**src/rtl/alu_arbiter_pkg.sv**
```systemverilog
// alu_arbiter_pkg: shared types and constants for the two-port ALU arbiter.
// The FSM state encoding, the ALU opcode values and the default operand
// width live here so the top, the pick sub-module and the bench agree.
package alu_arbiter_pkg;

  localparam int DEFAULT_WIDTH = 16;

  // Opcodes as seen by the shared ALU; the arbiter forwards them untouched.
  // 2'b10 also selects xor in the ALU.
  localparam logic [1:0] OP_XOR = 2'b00;
  localparam logic [1:0] OP_ADD = 2'b01;
  localparam logic [1:0] OP_SUB = 2'b11;

  typedef enum logic [1:0] {
    IDLE = 2'b00,
    EXEC = 2'b01,
    RESP = 2'b10
  } state_t;

endpackage

```
**src/rtl/alu_arbiter_pick.sv**
```systemverilog
// alu_arbiter_pick: chooses which requester owns the next ALU operation.
// Build option ALU_ARBITER_RR_EN: when defined, a tie goes to the requester
// that did not win last time; when undefined, requester 0 always wins a tie
// and no last-grant history is needed.
module alu_arbiter_pick
  import alu_arbiter_pkg::*;
(
  input  logic [1:0] valid,
`ifdef ALU_ARBITER_RR_EN
  input  logic       last_grant,
`endif
  output logic [1:0] grant
);

  // One-hot grant; all zero when nobody is requesting.
  always_comb begin
    grant = 2'b00;
    case (valid)
      2'b01:   grant = 2'b01;
      2'b10:   grant = 2'b10;
`ifdef ALU_ARBITER_RR_EN
      2'b11:   grant = last_grant ? 2'b01 : 2'b10;
`else
      2'b11:   grant = 2'b01;
`endif
      default: grant = 2'b00;
    endcase
  end

endmodule

```
**src/rtl/alu_arbiter.sv**
```systemverilog
// alu_arbiter: shares one external combinational ALU between two requesters.
// A request is accepted in IDLE, its operands are registered onto alu_a /
// alu_b / alu_op for one EXEC cycle, the ALU result is captured into
// rsp_data, and RESP holds it until the owning requester takes it.
// Build option ALU_ARBITER_RR_EN selects round-robin tie breaking (default
// build: fixed priority to requester 0).
module alu_arbiter
  import alu_arbiter_pkg::*;
#(
  parameter int WIDTH = DEFAULT_WIDTH
) (
  input  logic             clk,
  input  logic             rst,
  input  logic             req0_valid,
  output logic             req0_ready,
  input  logic [WIDTH-1:0] req0_a,
  input  logic [WIDTH-1:0] req0_b,
  input  logic [1:0]       req0_op,
  input  logic             req1_valid,
  output logic             req1_ready,
  input  logic [WIDTH-1:0] req1_a,
  input  logic [WIDTH-1:0] req1_b,
  input  logic [1:0]       req1_op,
  output logic             rsp0_valid,
  input  logic             rsp0_ready,
  output logic             rsp1_valid,
  input  logic             rsp1_ready,
  output logic [WIDTH:0]   rsp_data,
  output logic [WIDTH-1:0] alu_a,
  output logic [WIDTH-1:0] alu_b,
  output logic [1:0]       alu_op,
  input  logic [WIDTH:0]   alu_rout,
  output logic             busy,
  output logic             grant_id
);

  state_t     state_r;
  state_t     next_state_s;
  logic [1:0] grant_s;
  logic       accept_s;
  logic       rsp_hs_s;

`ifdef ALU_ARBITER_RR_EN
  logic       last_grant_r;
`endif

  alu_arbiter_pick u_pick (
    .valid      ({req1_valid, req0_valid}),
`ifdef ALU_ARBITER_RR_EN
    .last_grant (last_grant_r),
`endif
    .grant      (grant_s)
  );

  // Request ready is only offered in IDLE, and only to the picked requester.
  assign req0_ready = accept_s & grant_s[0];
  assign req1_ready = accept_s & grant_s[1];

  // FSM state register.
  always_ff @(posedge clk or posedge rst) begin
    if (rst) begin
      state_r <= IDLE;
    end else begin
      state_r <= next_state_s;
    end
  end

  // Next-state logic; only the owning channel's ready can close RESP.
  always_comb begin
    next_state_s = state_r;
    accept_s     = 1'b0;
    rsp_hs_s     = 1'b0;
    case (state_r)
      IDLE: begin
        if (grant_s != 2'b00) begin
          accept_s     = 1'b1;
          next_state_s = EXEC;
        end else begin
          next_state_s = IDLE;
        end
      end
      EXEC: begin
        next_state_s = RESP;
      end
      RESP: begin
        rsp_hs_s = grant_id ? rsp1_ready : rsp0_ready;
        if (rsp_hs_s) begin
          next_state_s = IDLE;
        end else begin
          next_state_s = RESP;
        end
      end
      default: begin
        next_state_s = IDLE;
      end
    endcase
  end

  // Operand capture on accept, result capture at the end of EXEC, response
  // valids and busy tracked as registers so every non-ready output is a flop.
  always_ff @(posedge clk or posedge rst) begin
    if (rst) begin
      alu_a      <= {WIDTH{1'b0}};
      alu_b      <= {WIDTH{1'b0}};
      alu_op     <= 2'b00;
      grant_id   <= 1'b0;
      rsp_data   <= {(WIDTH+1){1'b0}};
      rsp0_valid <= 1'b0;
      rsp1_valid <= 1'b0;
      busy       <= 1'b0;
    end else begin
      if (accept_s) begin
        alu_a    <= grant_s[1] ? req1_a  : req0_a;
        alu_b    <= grant_s[1] ? req1_b  : req0_b;
        alu_op   <= grant_s[1] ? req1_op : req0_op;
        grant_id <= grant_s[1];
      end
      if (state_r == EXEC) begin
        rsp_data   <= alu_rout;
        rsp0_valid <= ~grant_id;
        rsp1_valid <= grant_id;
      end else if (rsp_hs_s) begin
        rsp0_valid <= 1'b0;
        rsp1_valid <= 1'b0;
      end
      busy <= (next_state_s != IDLE);
    end
  end

`ifdef ALU_ARBITER_RR_EN
  // Round-robin history; reset to 1 so requester 0 wins the first tie.
  always_ff @(posedge clk or posedge rst) begin
    if (rst) begin
      last_grant_r <= 1'b1;
    end else if (accept_s) begin
      last_grant_r <= grant_s[1];
    end
  end
`endif

endmodule

```
**config.mk**
```make
export PLATFORM = sky130hd
export DESIGN_NAME = alu_arbiter
export DESIGN_NICKNAME = d
export VERILOG_FILES = /design/src/rtl/alu_arbiter_pkg.sv /design/src/rtl/alu_arbiter_pick.sv /design/src/rtl/alu_arbiter.sv
export SDC_FILE = /design/constraint.sdc
export NUM_CORES = 1
export LEC_CHECK = 0
export CORE_UTILIZATION = 35
export DETAILED_ROUTE_END_ITERATION = 10
export PLACE_DENSITY = 0.81
export SKIP_LAST_GASP = 1
export SLEW_MARGIN = 15
export SYNTH_ARGS = -nofsm -noshare
export SYNTH_HDL_FRONTEND = slang
export SYNTH_HIERARCHICAL = 1
export SYNTH_SLANG_ARGS = --single-unit
```
**constraint.sdc**
```tcl
create_clock -name clk -period 4.8 [get_ports clk]
set_input_delay 0.72 -clock clk [delete_from_list [all_inputs] [get_ports clk]]
set_output_delay 0.72 -clock clk [all_outputs]
set_load 0.02 [all_outputs]
```
==> reports/qor.yml <==
ant_nets: 0
final.setup.tns_ns: 0
crit_path_start: "req0_valid"
cts_tree: "done"
syn_nets: 265
place_congestion: 0.695
timing.hold.worst.class: "flip-flop to flip-flop"
cp.required_ns: 4.08
drive_gt1_frac: 0.318
dieArea_mm2: 0.00804
grt_pass1_wl_mm: 9.14
cts-resized-gates: 0
firstDrtPassIters: 4
yosys_warnings: 6
fin_skew_ns: 0.00838
tightest_slew_ns: 1.12
ys_seq_area_frac: 0.530
overflow: 0
final.min_clock_period_ns: 3.24
path_clk_slew_ns: 0.07
hpwl_mm: 4.45
final_hold_viol_count: 0
maxCapViolations: 0
ys_ff_latch: 57
netlist_instances: 174
r2r-start: "state_r[0]"
postSynthAreaPerCell_um2: 15.5
wire_per_inst_um: 14.2
antenna_found_initial: 0
status: "complete, no violations"
final_cell_mix: "clkdlybuf4s50_1 (147), dfrtp_1 (57), mux2_2 (56)"
postRouteWirelength_mm: 6.05
synth_cell_type_count: 21
p_per_area_mw_per_mm2: 611
ctsHoldBuffers: 0
worst_path_most_repeated_cell: "clkdlybuf4s50_1"
fp.dieH_um: 89.7
vias_per_cell: 4.54
rsz0062_at_grt: "false"
ctsLongestPathBuffers: 2
numPortBuffers: 147
grt_use_total: 0.153
cts_root_buf: "clkbuf_8"
crit_slowest_cell: "clkdlybuf4s50_1"
cp_cell_sequence: "clkdlybuf4s50_1, nor2b_4, and2_1, clkdlybuf4s50_1"
layout.nets: 414
clock.fmax_mhz: 309
antenna_cells: 0
p_leak_uw: 0.00183
cp-start-kind: "input port"
min_period_over_period: 0.675
htreeDepth: 3
final_common_cell: "clkdlybuf4s50_1"
crit_buf_inv: 2
cts_setup_buffers: 0
drt_iter0_markers: 38
max_stage_delay_ns: 0.61
arrival_ns: 2.52
drv_slew: 0
area_growth_pct: 63.3
cp_top_family: "buffers and inverters"
core_mm2: 0.00733
hold_start: "rsp_data[1]"
fin_util: 0.600
rows: 31
critical_path_class: "input port to primary output"
grt_pass1_vias: 1891
io_pins: 148
drc: 0
worstSkewPairLatency_ns: 0.33
die_width_um: 89.7
endpoint_kind: "primary output"
cts-buffers-inserted: 9
initial_core_util: 0.367
vias: 1935
critPathMaxFanout: 20
setup_viol_count_final: 0
relSlewSlack: 0.252
cts_sinks: 57
ir_drop_mv: 0.292
grt_max_degree: 58
fillers: 571
syn-cell-area_mm2: 0.00269
synth_stat cells:
master | number | area share
dfrtp_1 | 57 | 0.53
mux2_2 | 56 | 0.23
mux2_4 | 28 | 0.16
buf_2 | 5 | 0.0093
buf_6 | 5 | 0.021
inv_1 | 3 | 0.0042
nand2_1 | 3 | 0.0042
a21oi_1 | 2 | 0.0037
nand2b_1 | 2 | 0.0046
nor2_1 | 2 | 0.0028
a211oi_1 | 1 | 0.0028
a21o_1 | 1 | 0.0028
a311oi_1 | 1 | 0.0033
and2_1 | 1 | 0.0023
clkbuf_1 | 1 | 0.0014
mux2_1 | 1 | 0.0042
nand3b_1 | 1 | 0.0028
nand4b_1 | 1 | 0.0033
nor2b_1 | 1 | 0.0023
nor3_1 | 1 | 0.0019
o21a_1 | 1 | 0.0028
cells by family after synthesis:
family,share of synthesized area
flip-flops,0.530
buffers and inverters,0.0358
multiplexers,0.395
AO/OA/AOI/OAI,0.0153
AND/OR/NAND/NOR,0.0242
registers in the layout (all words and copies together) (netlist names):
signal and cells:
rsp_data 17, rsp1_valid 1, grant_id 1, state_r 2, rsp0_valid 1, alu_a 16, busy 1, alu_b 16
alu_op 2
report_power, final:
group | switching [uW] | leakage [uW] | total, uW | internal [uW]
logic | 618 | 0.00108 | 1440 | 827
clock network | 181 | 0.0000802 | 377 | 196
registers | 137 | 0.000669 | 865 | 729
path summary, 6_finish.rpt:
path	depth (start not counted)	slack, ns	endpoint
setup / recovery	4	1.56	req1_ready
hold / removal	1	0.49	rsp_data[1]
min in group asynchronous	3	0.91	rsp_data[8]
hold reg to reg	1	0.49	rsp_data[1]
max in group asynchronous	3	3.42	alu_a[10]
setup reg to reg	3	2.65	alu_op[0]
routing by layer:
| metal | global-route usage | up-vias | routed length, um |
|---|---|---|---|
| met5 | 0 | - | 0 |
| li1 | - | 914 | - |
| met3 | 0.0430 | 8 | 457 |
| met4 | 0.0606 | 0 | 48 |
| met1 | 0.191 | 932 | 2550 |
| met2 | 0.252 | 81 | 3000 |
stage by stage:
step                      instance area [um^2]  hold WS, ns  cells  setup slack (ns)  power (uW)
after floorplan                           2690        0.540    174              2.62        1690
after global placement                    4230        0.476    411              1.55        2300
after detailed placement                  4230        0.487    411              1.53        2330
after CTS                                 4400        0.500    426              1.53        2730
after global routing                      4400        0.516    426              1.45        2830
final                                     4400        0.493    426              1.56        2690
layout make-up:
class	count	area [um^2]	share of cell area
repair buffers	149	1490	0.338
inverters	3	11.3	0.00256
multi-input cells	103	1180	0.268
clock inverters	5	32.5	0.00740
flip-flops and latches	57	1430	0.325
well taps	99	124	0.0282
clock buffers	10	138	0.0313
No activity file was read; power rests on OpenSTA's default activity.
